$ cat src/rtl/mem_pkg.sv
// Purpose: shared types and constants for the MEM pipeline stage.
// Latency: n/a (types only).
// Backpressure: n/a.
package mem_pkg;

    typedef enum logic {
        IDLE = 1'b0,
        WAIT = 1'b1
    } mem_state_t;

    localparam logic LOAD_ZEXT = 1'b0;
    localparam logic LOAD_SEXT = 1'b1;

    // Contents of the MEM->WB pipeline register.
    typedef struct packed {
        logic [29:0] pcp1;
        logic [4:0]  rw;
        logic [31:0] val;
        logic        reg_write;
    } mem_wb_t;

endpackage

$ cat src/rtl/mem_stage_load_align.sv
// Purpose: select and extend the addressed byte/halfword of a raw bridge word.
// Latency: purely combinational.
// Backpressure: none.
// Ports: dmout raw word, off address low bits, is_byte/is_half access size,
//        sign extension select, aligned 32-bit result.
module load_align
    import mem_pkg::*;
(
    input  logic [31:0] dmout,
    input  logic [1:0]  off,
    input  logic        is_byte,
    input  logic        is_half,
    input  logic        sign,
    output logic [31:0] aligned
);

    logic [7:0]  byte_sel;
    logic [15:0] half_sel;
    logic        sext;

    always_comb begin
        byte_sel = dmout[{off, 3'b000} +: 8];
        // Halfword uses only off[1]; a misaligned half silently rounds down.
        half_sel = off[1] ? dmout[31:16] : dmout[15:0];
        sext     = (sign == LOAD_SEXT);
        aligned  = dmout;
        if (is_byte) begin
            aligned = {{24{sext & byte_sel[7]}}, byte_sel};
        end else if (is_half) begin
            aligned = {{16{sext & half_sel[15]}}, half_sel};
        end
    end

endmodule

$ cat src/rtl/mem_stage.sv
// Purpose: MEM stage - load align, deferred branch resolve, bridge wait/timeout, MEM->WB register.
// Latency: one cycle to wb_*; bypass and branch correction are combinational.
// Backpressure: stall_req holds IF..EX and this stage while a load waits on dm_rdy;
//               after WAIT_MAX stalled cycles the load is dropped and bus_err pulses.
// Ports: EX/MEM control + data in; correct_at_mem/correct_pc_at_mem redirect;
//        stall_req, bus_err; mem_back_* bypass; wb_* registered results.
module mem_stage
    import mem_pkg::*;
#(
    parameter int WAIT_MAX = 16,
    parameter int CNT_W    = 5
) (
    input  logic        clk,
    input  logic        rst,
    input  logic        flush,
    input  logic        reg_write,
    input  logic        mem_to_reg,
    input  logic        is_dm_byte,
    input  logic        is_dm_half,
    input  logic        load_sign,
    input  logic [29:0] pcp1,
    input  logic [4:0]  rw,
    input  logic [31:0] exout,
    input  logic [31:0] dmout,
    input  logic        dm_rdy,
    input  logic [2:0]  branch_type,
    input  logic        commit_at_mem,
    input  logic        predict_avail,
    input  logic        ex_branch_avail,
    input  logic [29:0] bpc,
    input  logic [29:0] nojpc,
    output logic        correct_at_mem,
    output logic [31:0] correct_pc_at_mem,
    output logic        stall_req,
    output logic        bus_err,
    output logic        mem_back_we,
    output logic [4:0]  mem_back_rw,
    output logic [31:0] mem_back_val,
    output logic        wb_reg_write,
    output logic [4:0]  wb_rw,
    output logic [31:0] wb_val,
    output logic [29:0] wb_pcp1
);

    mem_state_t       state, state_nxt;
    logic [CNT_W-1:0] cnt, cnt_nxt;
    logic [31:0]      aligned;
    logic [31:0]      result;
    logic             timeout;
    mem_wb_t          wb_q;

    load_align u_align (
        .dmout   (dmout),
        .off     (exout[1:0]),
        .is_byte (is_dm_byte),
        .is_half (is_dm_half),
        .sign    (load_sign),
        .aligned (aligned)
    );

    assign result    = mem_to_reg ? aligned : exout;
    assign stall_req = mem_to_reg & ~dm_rdy & ~flush;
    // Last permitted wait cycle expired with no data and no flush.
    assign timeout   = (state == WAIT) & ~flush & ~dm_rdy & (cnt == CNT_W'(WAIT_MAX - 1));

    always_comb begin
        state_nxt = state;
        cnt_nxt   = cnt;
        case (state)
            IDLE: begin
                if (mem_to_reg && !dm_rdy && !flush) begin
                    state_nxt = WAIT;
                    cnt_nxt   = CNT_W'(1);
                end else begin
                    state_nxt = IDLE;
                    cnt_nxt   = '0;
                end
            end
            WAIT: begin
                if (flush || dm_rdy || timeout) begin
                    state_nxt = IDLE;
                    cnt_nxt   = '0;
                end else begin
                    cnt_nxt = cnt + CNT_W'(1);
                end
            end
            default: begin
                state_nxt = IDLE;
                cnt_nxt   = '0;
            end
        endcase
    end

    always_ff @(posedge clk or negedge rst) begin
        if (!rst) begin
            state   <= IDLE;
            cnt     <= '0;
            bus_err <= 1'b0;
            wb_q    <= '0;
        end else begin
            state   <= state_nxt;
            cnt     <= cnt_nxt;
            bus_err <= timeout;
            // A squashed, stalled or abandoned instruction becomes a bubble;
            // the data fields keep their old contents.
            if (flush || stall_req || timeout) begin
                wb_q.reg_write <= 1'b0;
            end else begin
                wb_q <= '{pcp1: pcp1, rw: rw, val: result, reg_write: reg_write};
            end
        end
    end

    assign wb_reg_write = wb_q.reg_write;
    assign wb_rw        = wb_q.rw;
    assign wb_val       = wb_q.val;
    assign wb_pcp1      = wb_q.pcp1;

    // Forwarding is suppressed while a load waits, so stale dmout never escapes.
    assign mem_back_we  = reg_write & ~stall_req & ~flush;
    assign mem_back_rw  = rw;
    assign mem_back_val = result;

    assign correct_at_mem    = commit_at_mem & (branch_type != 3'd0) &
                               (predict_avail != ex_branch_avail) & ~flush;
    assign correct_pc_at_mem = {ex_branch_avail ? bpc : nojpc, 2'b00};

endmodule

$ cat config.mk
export PLATFORM = sky130hd
export DESIGN_NAME = mem_stage
export DESIGN_NICKNAME = d
export VERILOG_FILES = /design/src/rtl/mem_pkg.sv /design/src/rtl/mem_stage_load_align.sv /design/src/rtl/mem_stage.sv
export SDC_FILE = /design/constraint.sdc
export NUM_CORES = 1
export LEC_CHECK = 0
export CAP_MARGIN = 20
export CORE_AREA = 2 2 121 123
export DETAILED_ROUTE_END_ITERATION = 16
export DIE_AREA = 0 0 123 125
export HOLD_SLACK_MARGIN = 0.06
export PLACE_DENSITY = 0.85
export SLEW_MARGIN = 20
export SYNTH_ARGS = -nofsm -noshare
export SYNTH_HDL_FRONTEND = slang
export SYNTH_SLANG_ARGS = --single-unit
$ cat constraint.sdc
create_clock -name clk -period 5.54 [get_ports clk]
set_clock_uncertainty 0.15 [all_clocks]
set_input_delay 1.108 -clock clk [delete_from_list [all_inputs] [get_ports clk]]
set_output_delay 1.108 -clock clk [all_outputs]
set_load 0.05 [all_outputs]
; Word level (Yosys, flattened, before mapping)
; Index checks and enable logic that the tools add are counted.
[word_totals]
ff_bits = 75
input_bits = 174
[classes]
n_addsub = 1
n_shift = 1
bitwise_logic = 16
n_reduce_logical = 9
muxes = 12
n_eq_ne = 2
[ops]
columns = operator, n
row1 = two-way mux 32 bit, 3
row2 = variable part select 32 x 6 -> 8 bit, 1
row3 = two-way mux 30 bit, 1
row4 = two-way mux 16 bit, 1
row5 = AND 1 bit, 12
row6 = case mux 5 bit (2 select lines), 1
row7 = "adder 5 x 1 -> 5 bit, second input constant", 1
row8 = "equality test 5 x 4 -> 1 bit, second input constant", 1
row9 = two-way mux 5 bit, 1
row10 = logical OR 1 bit, 4
row11 = two-way mux 1 bit, 4
row12 = NOT 1 bit, 4
row13 = nonzero test 3 bit, 1
row14 = logical AND 1 bit, 2
row15 = zero test 1 bit, 2
row16 = case mux 1 bit (2 select lines), 1
row17 = != test 1 bit, 1

; Depth between registers and ports, before layout
; Gate-level depths: netlist of the first run.
[logic_depth]
word_depth = 7
depth_mapped = 9
depth_no_buf = 7

; Cells and area by module
; Synthesis of the first run repeated with hierarchy kept, for this count alone.
[unflattened]
cells_unflattened = 372
hier_area_um2 = 4714.5
[modules_own_cells]
columns = module, area_each_um2, n_inst, cells_each
row1 = mem_stage, 3787.4, 1, 253
row2 = load_align, 927.1, 1, 119

; Worst setup path after synthesis of the first run
; Ideal clock, no wire load.
[synth_timing]
path_type = input-to-output
startpoint = input port exout[1]
endpoint = output port mem_back_val[7]
stages = 5
t_required_ps = 4282
arrival_time_ps = 2877
slack_ps = 1405
cell_sequence = buf_4 > buf_2 > and3_1 > a211oi_1 > o31ai_1
[synth_between]
elab_chain_len = 4
elab_cells_between_ends = 5
[synth_rtl]
columns = element, line
row1 = from (decl), mem_stage.sv:23  ; input logic [31:0] exout,
row2 = branches (longest 2 deep; another with variable part select 32 x 6 -> 8 bit), n/a
row3 = two-way mux 32 bit *, mem_stage_load_align.sv:27  ; if (is_byte) begin
row4 = two-way mux 32 bit *, mem_stage.sv:61  ; assign result = mem_to_reg ? aligned : exout;
row5 = to (decl), mem_stage.sv:38  ; output logic [31:0] mem_back_val,
; Mark *: on every way between the ends.

; Worst setup path after layout of the first run
[layout_timing]
startpoint = input port exout[0]
endpoint = output port mem_back_val[19]
[layout_between]
elab_chain_len = 4
[layout_rtl]
columns = element, line
row1 = variable part select 32 x 6 -> 8 bit, mem_stage_load_align.sv:22  ; byte_sel = dmout[{off, 3'b000} +: 8];
row2 = AND 1 bit, mem_stage_load_align.sv:28  ; aligned = {{24{sext & byte_sel[7]}}, byte_sel};
row3 = two-way mux 32 bit, mem_stage_load_align.sv:27
row4 = two-way mux 32 bit, mem_stage.sv:61
; No other way between the ends.

==> results of run 1 <==
==> power groups by stage <==
stage               registers [W]  logic [W]  clock network [W]
floorplan                0.000926   0.000365                  0
global placement         0.000668    0.00110                  0
detailed placement       0.000672    0.00110                  0
CTS                      0.000663    0.00111           0.000584
global route             0.000673    0.00114           0.000608
finish                   0.000663    0.00110           0.000571
==> cell families after synthesis <==
group	after synthesis
compound gates	107
xor+xnor	2
fa+ha+maj	2
mux	105
buf+inv	59
other cells	1
flops	75
simple gates	68
==> cells in the final DEF (no fill, tap or decap), types with 11 or more instances in the layout <==
cell type	netlist	routed
and3_1	11	11
a21oi_1	18	18
o21ai_0	31	31
nor2b_1	24	24
buf_12	0	25
clkdlybuf4s50_1	0	277
dfrtp_1	75	75
inv_1	20	20
a2bb2oi_1	14	14
buf_4	8	23
mux2i_1	16	16
mux2_2	86	86
==> cell type report <==
cell class	count	area, um^2
Inverter	20	75.1
Fill cell	1176	5880
Antenna cell	3	7.51
Multi-Input combinational cell	286	2400
Timing Repair Buffer	325	3450
Tap cell	184	230
Clock inverter	5	35.0
Clock buffer	11	253
Sequential cell	75	1880
==> worst max-delay path, cell delays in order <==
cell and delay (ns):
clkdlybuf4s50_1 0.46, buf_4 0.28, mux2i_1 0.20, o221ai_2 0.63, o21ai_0 0.32, o21ai_0 0.24
buf_12 0.19
==> metrics by stage <==
step                utilization (%)  total power [W]  setup WS (ns)  cell area (um^2)  std cells
global route                   58.6          0.00242          0.761              8320        909
detailed placement             56.5          0.00177          0.911              8030        890
floorplan                         -          0.00129           1.40              4530        420
global placement               56.5          0.00176          0.531              8020        890
finish                         58.6          0.00233          0.851              8320        909
CTS                            58.6          0.00235          0.909              8320        906
==> cell usage after synthesis, types with 2 or more instances <==
library cell	count
a31o_2	9
o221ai_1	2
ha_1	2
buf_1	4
nand3b_1	3
o21ai_0	31
o22ai_1	5
nor2_1	9
buf_2	10
and3_1	11
inv_1	20
nand3_1	5
nand2_1	5
nand2b_1	4
clkbuf_1	15
dfrtp_1	75
mux2_4	2
a21oi_1	18
a2bb2oi_1	14
buf_4	8
nor2b_1	24
a211o_1	8
mux2_2	86
mux2i_1	16
a221o_1	5
a211oi_1	4
==> state kept, by name (all words and copies together) (netlist names) <==
| name | count |
|---|---|
| bus_err | 1 |
| cnt | 5 |
| state | 1 |
| wb_pcp1 | 30 |
| wb_reg_write | 1 |
| wb_rw | 5 |
| wb_val | 32 |
==> how the worst min path moves through the flow <==
stage,start,end,slack (ns),cells past startpoint
final,wb_rw[4],wb_rw[4],0.35,1
after global routing,wb_rw[4],wb_rw[4],0.36,1
after CTS,wb_pcp1[4],wb_pcp1[4],0.36,1
after detailed placement,wb_pcp1[4],wb_pcp1[4],0.34,1
after global placement,wb_pcp1[22],wb_pcp1[22],0.34,1
after floorplan,cnt[0],cnt[0],0.32,1
==> layer usage <==
metal | global-route usage, % | vias up | wire, um | share of wire [%]
li1 | - | 2130 | - | -
met1 | 27.0 | 2207 | 6900 | 36
met2 | 42.3 | 245 | 9890 | 52
met3 | 6.02 | 40 | 1520 | 8.0
met4 | 10.6 | 0 | 628 | 3.3
met5 | 0 | - | 0 | 0
==> metrics, run 1 <==
clk buf depth 2; RSZ-0062 raised after global routing no; share of layout cells above drive strength 1 a little under a quarter; Gate Count Post-Synth ~420; # rows 44; first-pass GRT wire length between 20000 and 30000 um; RR Endpoint wb_val[28]; # IOs around 320; mux share of post-synthesis cell area approximately a quarter; Yosys top cell area share approximately two fifths; CP Launch Point exout[0]; setup slack, reg-to-reg ~2.7 ns; synthesis warning total 0; Min Hold Slack roughly 0.35 ns; setup repair bufs after CTS 0; P_sw 0.000925 W; xor/xnor share of the synthesized area less than 1%; die outline width approximately 120 um; total negative setup slack 0 ns; asr flop ratio synth between 90% and 100%; CTS Sinks between 70 and 80; Tcrit/Tclk final ~85%; Max-Cap Viols 0; initial antenna violation count 3; CP Capture Type primary output; via count 4622; Final Setup Violations 0; Comb pwr share 47.2%; vias in the first global route ~4700; core footprint ~0.014 mm^2; Seq/Total Area, Yosys 41.5%; post-synth top area cell dfrtp_1; Synth cell types 50; initial core utilization 31.8%; Worst Hold Class register to register; dpl hpwl about 15000 um; actual slew at the worst max-slew pin between 0.8 and 0.9 ns; CTS Buf Count 9; ranking of synthesized cells by area dfrtp_1 42%, mux2_2 21%, mux2i_1 3.5%, o21ai_0 3.4%, nor2b_1 3.3%; RR Startpoint cnt[0]; post-route ant nets 0; Buffers on Ports around 310; final net count approximately 890; EDFF count, synth 0; Via density about 5; Max H-tree Level 3; status complete, no violations; worst skew pair latency approximately 0.34 ns; CTS root buf clkbuf_16; Main synth FF type dfrtp_1; Layout area overhead 84.1%; internal power 0.00141 W; Syn Area/Cell about 11 um^2; Worst Setup EP mem_back_val[19]; sequential share of power 28.4%; final wirelength 18900 um; crit-path max FO 18; final max-slew violation count 0; die span in y between 100 and 150 um; Worst Path Arrival 3.43 ns; Post-Syn Area ~0.0045 mm^2; Post-Synth Adder-Cell Area less than 1%; CTS tree yes; # resized after CTS 0; Final Hold Viols 0; worst reg-to-reg path cell count 8; nature of the critical path startpoint input pin; Die Area ~0.015 mm^2; Leakage Power ~3.5 nW; largest net degree at the start of global routing 53; hold buffers post-CTS 0; drt pass-1 iters 5; VDD IR-drop max approximately 0.00023 V; Synth Area in Simple Gates 8.80%; largest family of logic cells by synthesized area multiplexers; fin crit period 4.69 ns; achievable clock frequency about 210 MHz; clock share of power between 20% and 30%; required time of the critical path roughly 4.3 ns; Sw Ratio roughly 40%; #FFs+latches synth 75; Worst Setup Path Type input pin to primary output; grt ovf 0; max_slew headroom around two fifths; Post-route DRC 0; GRT Overall Usage 24.0%; GP Congestion roughly 0.90; initial drt markers between 200 and 300; clk slew on worst S/H paths 0.06 ns; Avg WL per Cell about 21 um; power per cell area between 200 and 300 mW/mm^2; Synth Area in Compound Gates around 17%
No activity file was read; power rests on OpenSTA's default activity.
==> inputs of run 2 (changes only) <==
--- a/config.mk
+++ b/config.mk
@@ -6,11 +6,11 @@
 export NUM_CORES = 1
 export LEC_CHECK = 0
 export CAP_MARGIN = 20
-export CORE_AREA = 2 2 121 123
+export CORE_AREA = 2 2 122 124
 export DETAILED_ROUTE_END_ITERATION = 16
-export DIE_AREA = 0 0 123 125
+export DIE_AREA = 0 0 124 126
 export HOLD_SLACK_MARGIN = 0.06
-export PLACE_DENSITY = 0.85
+export PLACE_DENSITY = 0.87
 export SLEW_MARGIN = 20
 export SYNTH_ARGS = -nofsm -noshare
 export SYNTH_HDL_FRONTEND = slang
==> constraint.sdc (replaced) <==
create_clock -name clk -period 4.15 [get_ports clk]
set_clock_uncertainty 0.15 [all_clocks]
set_input_delay 0.83 -clock clk [delete_from_list [all_inputs] [get_ports clk]]
set_output_delay 0.83 -clock clk [all_outputs]
set_load 0.05 [all_outputs]
==> metrics, run 2 (synthesized netlist as in run 1, its figures left out) <==
setup slack, reg-to-reg approximately 1.4 ns; Worst Setup Path Type input pin to primary output; via count between 4000 and 5000; total negative setup slack 0 ns; CTS Sinks 75; hold buffers post-CTS 0; Max-Cap Viols 0; GRT Overall Usage around a quarter; Avg WL per Cell 20.6 um; achievable clock frequency 263 MHz; commonest cells after routing, fill and taps aside 246 x clkdlybuf4s50_1, 86 x mux2_2, 75 x dfrtp_1; largest net degree at the start of global routing 76; Buffers on Ports approximately 310; Worst Path Arrival about 2.8 ns; multi-input logic area approximately 0.0024 mm^2; RR Startpoint cnt[0]; nature of the critical path startpoint input pin; post-route ant nets 0; GP Congestion a little under 0.9; worst reg-to-reg path cell count 8; Tcrit/Tclk final between 90% and 100%; CTS root buf clkbuf_16; Max H-tree Level 3; worst skew pair latency 0.33 ns; fin crit period 3.80 ns; Worst Hold Class input pin to asynchronous set/reset pin; core footprint between 0.01 and 0.015 mm^2; final wirelength approximately 19000 um; RSZ-0062 raised after global routing no; initial drt markers around 280; die outline width ~120 um; storage element area 0.00188 mm^2; actual slew at the worst max-slew pin roughly 0.74 ns; clk slew on worst S/H paths 0.06 ns; Final Setup Violations 0; # IOs approximately 320; Min Hold Slack ~0.24 ns; most common cell after layout, fill and taps aside clkdlybuf4s50_1; final max-slew violation count 0; Final Hold Viols 0; first-pass GRT wire length 26800 um; setup repair bufs after CTS 0; share of layout cells above drive strength 1 between 20% and 30%; die span in y around 130 um; initial core utilization 31.6%; # rows 44; Post-route DRC 0; max_slew headroom around half; max reg flops 32; dpl hpwl approximately 15000 um; VDD IR-drop max roughly 0.00023 V; CTS tree yes; grt ovf 0; crit-path max FO 14; Layout area overhead 87.1%; RR Endpoint wb_val[18]; required time of the critical path about 3.2 ns; Die Area approximately 0.016 mm^2; vias in the first global route roughly 4700; drt pass-1 iters 5; # resized after CTS 0; CTS Buf Count 9; clk buf depth 2; Via density between 5 and 6; filler cell count around 1200; Leakage Power 3.59 nW; power per cell area ~380 mW/mm^2; initial antenna violation count 2; status complete, no violations; CP Capture Type primary output; final net count 897
run 2: worst max path at each step:
stage	startpoint	to	slack (ns)
6_report	exout[0]	mem_back_val[18]	0.35
5_1_grt	is_dm_half	mem_back_val[18]	0.21
4_1_cts	is_dm_half	mem_back_val[25]	0.40
3_5_place_dp	exout[0]	mem_back_val[25]	0.41
3_3_place_gp	exout[1]	mem_back_val[21]	0.44
2_1_floorplan	exout[1]	mem_back_val[7]	0.57
run 2: worst max-delay path, cell delays in order:
cell             delay, ns
clkdlybuf4s50_1       0.55
mux2i_1               0.37
o221ai_1              0.18
buf_4                 0.20
o21ai_0               0.20
o21ai_0               0.27
buf_12                0.22
run 2: final cells by class:
cell class | count | share of cell area (%)
Timing Repair Buffer | 329 | 42.2
Multi-Input combinational cell | 286 | 28.3
Sequential cell | 75 | 22.2
Clock buffer | 10 | 2.82
Tap cell | 184 | 2.72
Inverter | 20 | 0.887
Clock inverter | 6 | 0.858
Antenna cell | 2 | 0.0591
run 2: layer usage:
metal  track usage [%]  vias up  share of wire [%]
met5                 0        -                  0
met1              25.3     2215                 36
li1                  -     2129                  -
met3              5.53       39                8.3
met2              41.6      248                 52
met4              11.9        0                3.4
run 2: metrics by stage:
stage	instances	power, W	util [%]	setup slack (ns)	instance area (um^2)
after floorplan	420	0.00172	-	0.571	4530
after global placement	893	0.00238	56.7	0.442	8120
after detailed placement	893	0.00239	56.7	0.408	8120
after CTS	909	0.00323	58.9	0.401	8430
after global routing	912	0.00333	59.1	0.215	8460
final	912	0.00320	59.1	0.349	8460
run 2: power by group:
part / leakage, nW / internal (W) / switching, W / total (W)
clock: 0.155 / 0.000490 / 0.000330 / 0.000820
sequential: 0.894 / 0.000830 / 0.0000523 / 0.000882
combinational: 2.54 / 0.000635 / 0.000865 / 0.00150
==> inputs of run 3 (changes only) <==
--- a/config.mk
+++ b/config.mk
@@ -6,9 +6,9 @@
 export NUM_CORES = 1
 export LEC_CHECK = 0
 export CAP_MARGIN = 20
-export CORE_AREA = 2 2 122 124
+export CORE_MARGIN = 3
+export CORE_UTILIZATION = 32
 export DETAILED_ROUTE_END_ITERATION = 16
-export DIE_AREA = 0 0 124 126
 export HOLD_SLACK_MARGIN = 0.06
 export PLACE_DENSITY = 0.87
 export SLEW_MARGIN = 20
==> metrics, run 3 (synthesized netlist as in run 1, its figures left out) <==
grt ovf 0; required time of the critical path between 3 and 4 ns; Final Hold Viols 0; Via density 5.23; # IOs 315; core footprint 0.0135 mm^2; hold buffers post-CTS 0; max_slew headroom around a third; actual slew at the worst max-slew pin between 0.9 and 1 ns; post-route ant nets 0; Final Setup Violations 0; # rows between 40 and 50; commonest cells after routing, fill and taps aside 246 x clkdlybuf4s50_1, 86 x mux2_2, 75 x dfrtp_1; Buffers on Ports ~310; clk slew on worst S/H paths around 0.060 ns; largest net degree at the start of global routing between 70 and 80; VDD IR-drop max around 0.00034 V; Layout area overhead 86.3%; dpl hpwl about 16000 um; vias in the first global route approximately 5200; Worst Setup Path Type input pin to primary output; GP Congestion 0.976; most common cell after layout, fill and taps aside clkdlybuf4s50_1; Power Total 0.00320 W; Worst Hold Class register to register; CTS Sinks 75; first-pass GRT wire length approximately 30000 um; clk buf depth 2; CTS root buf clkbuf_16; Post-route DRC 0; max reg flops 32; setup repair bufs after CTS 0; fin crit period between 3 and 4 ns; Max-Cap Viols 0; Placed Area a little over 0.008 mm^2; Tcrit/Tclk final between 90 and 100%; Leakage Power about 3.6 nW; initial drt markers 220; status complete, no violations; Avg WL per Cell roughly 22 um; Max H-tree Level 3; via count approximately 4700; GRT Overall Usage between 20% and 30%; die outline width approximately 120 um; drt pass-1 iters 4; Worst Path Arrival approximately 2.8 ns; Die Area between 0.015 and 0.02 mm^2; CP Capture Type primary output; crit-path max FO 10; final net count 897; achievable clock frequency around 260 MHz; # resized after CTS 0; CTS Buf Count 9; final wirelength a little under 20000 um; share of layout cells above drive strength 1 between 20 and 30%; final max-slew violation count 0; RSZ-0062 raised after global routing no; die span in y 125 um; nature of the critical path startpoint input pin; initial core utilization between 30% and 40%; worst skew pair latency around 0.34 ns; power per cell area roughly 380 mW/mm^2; fin area roughly 0.0084 mm^2; CTS tree yes; initial antenna violation count 5
run 3: per-stage QoR:
stage,setup TNS (ns),std cells,hold WS (ns),utilization [%],setup slack [ns]
6_report,0,907,0.356,62.4,0.342
5_1_grt,0,907,0.369,62.4,0.263
4_1_cts,0,902,0.357,62.3,0.356
3_5_place_dp,0,886,0.342,60.0,0.361
3_3_place_gp,-4.19,885,0.336,59.9,-0.303
2_1_floorplan,0,420,0.319,-,0.571
run 3: critical path: stages:
cell             delay, ns
clkdlybuf4s50_1       0.52
mux2i_1               0.09
o21ai_1               0.59
buf_4                 0.27
o21ai_0               0.13
o21ai_0               0.19
buf_12                0.19
run 3: path summary, 6_finish.rpt:
check / startpoint / endpoint / slack, ns / cells after the start
hold / removal: wb_pcp1[22] / wb_pcp1[22] / 0.36 / 1
min in group asynchronous: rst / wb_val[31] / 0.47 / 1
hold reg to reg: wb_pcp1[22] / wb_pcp1[22] / 0.36 / 1
setup reg to reg: cnt[0] / wb_val[15] / 1.57 / 8
max in group asynchronous: rst / wb_val[7] / 2.71 / 1
setup / recovery: exout[1] / mem_back_val[24] / 0.34 / 7
run 3: final cells by class:
cell class | count | area [um^2]
inverter | 20 | 75.1
clock buffer | 10 | 239
antenna | 5 | 12.5
tap | 176 | 220
clock inverter | 6 | 73.8
multi-input combinational | 286 | 2390
fill | 1052 | 5080
timing repair buffer | 329 | 3540
sequential | 75 | 1880
run 3: power by group:
group / switching, W / internal (W)
combinational: 0.000872 / 0.000631
sequential: 0.0000534 / 0.000830
clock: 0.000331 / 0.000488
total: 0.00126 / 0.00195
run 3: routing by layer:
| layer | GRT usage [%] | wire length (um) |
|---|---|---|
| met4 | 16.4 | 1060 |
| met1 | 25.7 | 6950 |
| met3 | 6.39 | 1400 |
| met5 | 0 | 0 |
| met2 | 42.7 | 10100 |
